## src/rtl/digit_scan_controller.sv

```systemverilog
// digit_scan_controller: free-running multiplexed 7-segment digit scanner.
// Cycles the digit position, drives a one-hot select and inserts dead-time.
//
// Ports:
//   i_clk          system clock
//   i_reset        synchronous active-high reset
//   i_blank        1 = all selects inactive, scanning keeps running
//   i_digit_mask   bit k = 1 enables digit k
//   o_digit_pos    current digit index (registered)
//   o_select       one-hot select, polarity set by ACTIVE_LOW (registered)
//   o_scan_tick    one-cycle pulse in the last cycle of each slot
//
// Optional feature macro: DIGIT_SCAN_SKIP_MASKED_EN
//   defined   -> slot advance jumps to the next unmasked digit
//   undefined -> every digit gets a slot, masked slots stay dark
module digit_scan_controller #(
   parameter int NUM_DIGITS  = 4,
   parameter int SCAN_DIV    = 100000,
   parameter int DEAD_CYCLES = 500,
   parameter int ACTIVE_LOW  = 1
) (
   input  logic                          i_clk,
   input  logic                          i_reset,
   input  logic                          i_blank,
   input  logic [NUM_DIGITS-1:0]         i_digit_mask,
   output logic [$clog2(NUM_DIGITS)-1:0] o_digit_pos,
   output logic [NUM_DIGITS-1:0]         o_select,
   output logic                          o_scan_tick
);

   localparam int PW = $clog2(NUM_DIGITS);
   localparam int DW = $clog2(SCAN_DIV);

   localparam logic [DW-1:0] DIV_LAST = DW'(SCAN_DIV - 1);
   localparam logic [PW-1:0] POS_LAST = PW'(NUM_DIGITS - 1);
   localparam logic [NUM_DIGITS-1:0] IDLE_SEL =
      (ACTIVE_LOW != 0) ? '1 : '0;

   typedef enum logic {
      ST_DEAD,
      ST_ON
   } state_t;

   state_t          state;
   state_t          nxt_state;
   logic [DW-1:0]   div_cnt;
   logic [DW-1:0]   nxt_div;
   logic [PW-1:0]   pos;
   logic [PW-1:0]   nxt_pos;
   logic            slot_end;
   logic            lit;
   logic [NUM_DIGITS-1:0] hot;
   logic [NUM_DIGITS-1:0] nxt_sel;

   function automatic logic [PW-1:0] inc_pos(input logic [PW-1:0] p);
      return (p == POS_LAST) ? '0 : p + 1'b1;
   endfunction

   // First enabled index searched cyclically from p+1; plain
   // increment when nothing is enabled.
   function automatic logic [PW-1:0] next_lit(
      input logic [PW-1:0]         p,
      input logic [NUM_DIGITS-1:0] m
   );
      logic [PW-1:0] q;
      logic [PW-1:0] r;
      logic          found;
      q     = p;
      r     = inc_pos(p);
      found = 1'b0;
      for (int k = 0; k < NUM_DIGITS; k++) begin
         q = inc_pos(q);
         if (!found && m[q]) begin
            r     = q;
            found = 1'b1;
         end
      end
      return r;
   endfunction

   // Outputs are registered from the next (pos, div_cnt) so every
   // output in a cycle describes the same slot position.
   always_comb begin
      slot_end = (div_cnt == DIV_LAST);
      nxt_div  = slot_end ? '0 : div_cnt + 1'b1;
      nxt_pos  = pos;
      if (slot_end) begin
`ifdef DIGIT_SCAN_SKIP_MASKED_EN
         nxt_pos = next_lit(pos, i_digit_mask);
`else
         nxt_pos = inc_pos(pos);
`endif
      end
      nxt_state = state;
      unique case (state)
         ST_DEAD: begin
            if (int'(nxt_div) >= DEAD_CYCLES)
               nxt_state = ST_ON;
         end
         ST_ON: begin
            if (slot_end && DEAD_CYCLES > 0)
               nxt_state = ST_DEAD;
         end
         default: nxt_state = ST_DEAD;
      endcase
      lit = (nxt_state == ST_ON) && !i_blank
            && i_digit_mask[nxt_pos];
      hot = '0;
      if (lit)
         hot = NUM_DIGITS'(1) << nxt_pos;
      nxt_sel = (ACTIVE_LOW != 0) ? ~hot : hot;
   end

   always_ff @(posedge i_clk) begin
      if (i_reset) begin
         state       <= ST_DEAD;
         div_cnt     <= '0;
         pos         <= '0;
         o_select    <= IDLE_SEL;
         o_scan_tick <= 1'b0;
      end else begin
         state       <= nxt_state;
         div_cnt     <= nxt_div;
         pos         <= nxt_pos;
         o_select    <= nxt_sel;
         o_scan_tick <= (nxt_div == DIV_LAST);
      end
   end

   assign o_digit_pos = pos;

endmodule
```

## config.mk

```make
export PLATFORM = sky130hd
export DESIGN_NAME = digit_scan_controller
export DESIGN_NICKNAME = d
export VERILOG_FILES = /design/src/rtl/digit_scan_controller.sv
export SDC_FILE = /design/constraint.sdc
export NUM_CORES = 1
export LEC_CHECK = 0
export CORE_UTILIZATION = 45
export DETAILED_ROUTE_END_ITERATION = 10
export PLACE_DENSITY = 0.77
export SYNTH_ARGS = -nofsm -noshare
export SYNTH_HDL_FRONTEND = slang
export SYNTH_SLANG_ARGS = --single-unit
```

## constraint.sdc

```tcl
create_clock -name i_clk -period 2.8 [get_ports i_clk]
set_input_delay 0.56 -clock i_clk [delete_from_list [all_inputs] [get_ports i_clk]]
set_output_delay 0.56 -clock i_clk [all_outputs]
set_load 0.05 [all_outputs]
```

==> results.sh <==
export IMPL_synth_top_area_share_pct=32.7
export IMPL_first_global_vias=1175
export IMPL_worst_ir_drop_vdd_mv=0.143
export IMPL_slew_headroom_pct=65.8
export IMPL_cap_violations=0
export IMPL_finalCritPeriodShare_pct=81.9
export IMPL_grt_max_degree=15
export IMPL_cts_resized=0
export IMPL_ant_nets=0
export IMPL_placed_cell_area_sq_um=1620
export IMPL_cts_made_buffers=3
export IMPL_ctsHoldBuffers=0
export IMPL_netlist_cell_type_count=55
export IMPL_dpl_hpwl_mm=2.38
export IMPL_via_count=1299
export IMPL_worst_slew_pin_slew_ps=512
export IMPL_routed_wl_mm=3.27
export IMPL_synthCells=172
export IMPL_drtPass1Iterations=4
export IMPL_clk_pin_slew_ps=130
export IMPL_antenna_found_initial=0
export IMPL_setup_violations=0
export IMPL_clock_root_buffer="clkbuf_4"
export IMPL_die_area_sq_um=3640
export IMPL_yosys_most_used_dff="dfxtp_1"
export IMPL_critical_path_class="reg2reg"
export IMPL_route_detailed_drc=0
export IMPL_groute_usage_overall_pct=20.0
export IMPL_coreArea_sq_um=3150
export IMPL_clock_latency_ps=320
export IMPL_fmax_mhz=436
export IMPL_grt_first_pass_wirelength_mm=5.37
export IMPL_syn_avg_cell_area_sq_um=8.91
export IMPL_worstSetupEndpointType="register"
export IMPL_die_w_um=60.4
export IMPL_timing_final_max_slew_violations=0
export IMPL_finalSetupTns_ps=0
export IMPL_syn_area_sq_um=1530
export IMPL_fin_crit_ps=2290
export IMPL_die_h_um=60.4
export IMPL_vias_per_cell=5.90
export IMPL_htreeDepth=1
export IMPL_final_area_sq_um=1650
export IMPL_ys_async_sr_fraction_pct=0
export IMPL_leakage_uw=0.000562
export IMPL_row_count=20
export IMPL_layout_setup_ws_ps=508
export IMPL_place_gp_congestion=0.835
export IMPL_cp_max_fo=14
export IMPL_post_cts_setup_buffers=0
export IMPL_synth_seq_cells=25
export IMPL_cts_tree="built"
export IMPL_outcome="finished clean"
export IMPL_syn_to_final_growth_pct=7.43
export IMPL_ys_warn_count=0
export IMPL_cts_sinks=25
export IMPL_hold_viol_final=0
export IMPL_synth_edff_count=0
export IMPL_drt_initial_drc_count=79
export IMPL_drive_gt1_share_pct=10.2
export IMPL_cp_required_ps=3030
export IMPL_initial_core_util_pct=48.6
export IMPL_rsz0062_at_grt="false"
export IMPL_cts_buffer_depth=2
export IMPL_overflow=0
export IMPL_arrival_ps=2520
export IMPL_port_buffer_count=13
export IMPL_yosysSeqAreaShare_pct=32.7
export IMPL_synth_area_leaders="dfxtp_1, xnor2_1, nor2_1, buf_6, nand4_1"
export IMPL_synth_net_count=181
export IMPL_pre_cts_slack_ps=552
export IMPL_fin_nets=186
export IMPL_ios=14
export IMPL_power_density_nw_per_um2=339
export IMPL_fin_worst_skew_ps=1.59
export IMPL_wire_per_inst_um=14.8
export IMPL_cp_start_kind="register"
export IMPL_hold_class="reg2reg"
export IMPL_diodes=0
export IMPL_synth_top_cell_by_area="dfxtp_1"
-- metrics by stage --
step / utilization (%) / total power [uW] / cells / hold slack [ps]
floorplan: - / 392 / 172 / 443
global placement: 51.4 / 403 / 216 / 461
detailed placement: 51.4 / 405 / 216 / 470
CTS: 52.2 / 567 / 220 / 503
global route: 52.2 / 584 / 220 / 573
finish: 52.2 / 559 / 220 / 497
-- final cells by class --
| type | count | area (sq um) |
|---|---|---|
| clock buffer | 4 | 26.3 |
| timing repair buffer | 13 | 130 |
| fill | 313 | 1510 |
| inverter | 8 | 30.0 |
| tap | 44 | 55.1 |
| sequential | 25 | 500 |
| multi-input combinational | 126 | 905 |
-- critical path: stages, from the launching register on --
cell and delay, ps:
dfxtp_1 420, ha_1 370, and4_1 410, and4_4 350, or2_4 250, nor2_2 60, and4b_1 170, and3_1 170
-- cell families (layout without fill, tap and decap cells) --
kind of cell	count (synthesis)	count (layout)	share of synthesized area, %
DFF	25	25	32.7
adders and majority gates	2	2	1.63
buffers and inverters	21	25	8.33
AOI/OAI and AO/OA	30	30	14.0
xor gates and xnor gates	14	14	8.00
and+or+nand+nor	80	80	35.4
-- registers in the layout, summed over array words and instances (netlist names) --
signal	flops
div_cnt	17
o_digit_pos	2
o_scan_tick	1
o_select	4
state	1
-- cell usage after synthesis, drive strengths merged, types with 3 or more instances --
library cell / number
or3: 6
inv: 8
nor2: 14
nand3: 6
nor4: 4
dfxtp: 25
o22ai: 4
buf: 12
nand2: 11
o21ai: 5
nor3: 3
nand4: 10
xnor2: 9
and4: 4
a21oi: 8
nand2b: 4
xor2: 5
-- worst paths after layout --
check	startpoint	endpoint	slack, ps	cells past startpoint
setup / recovery	div_cnt[0]	o_scan_tick	510	7
hold reg to reg	div_cnt[0]	div_cnt[0]	500	1
setup reg to reg	div_cnt[0]	o_scan_tick	510	7
hold / removal	div_cnt[0]	div_cnt[0]	500	1
-- layout by cell type, fill, tap and decap left out, types with 5 or more instances in the layout --
master           instances
nand2_1                 11
a21oi_1                  8
inv_1                    8
nor2_1                  13
or3_1                    6
dfxtp_1                 25
o21ai_0                  5
nand3_1                  5
xnor2_1                  9
nand4_1                  7
clkdlybuf4s50_1         13
xor2_1                   5
-- where the power goes --
| group | total, uW | internal (uW) | leakage, uW | switching (uW) |
|---|---|---|---|---|
| Sequential | 365 | 359 | 0.000202 | 5.71 |
| Combinational | 33.0 | 15.2 | 0.000345 | 17.8 |
| Clock | 161 | 55.8 | 0.0000150 | 105 |
-- layer usage --
metal | track usage [%] | share of wire, % | vias to the layer above
met1 | 24.2 | 44 | 613
met4 | 8.97 | 1.7 | 0
met2 | 34.5 | 49 | 47
li1 | - | - | 633
met3 | 3.62 | 5.1 | 6
met5 | 0 | 0 | -
(Power assumes the default switching activity.)
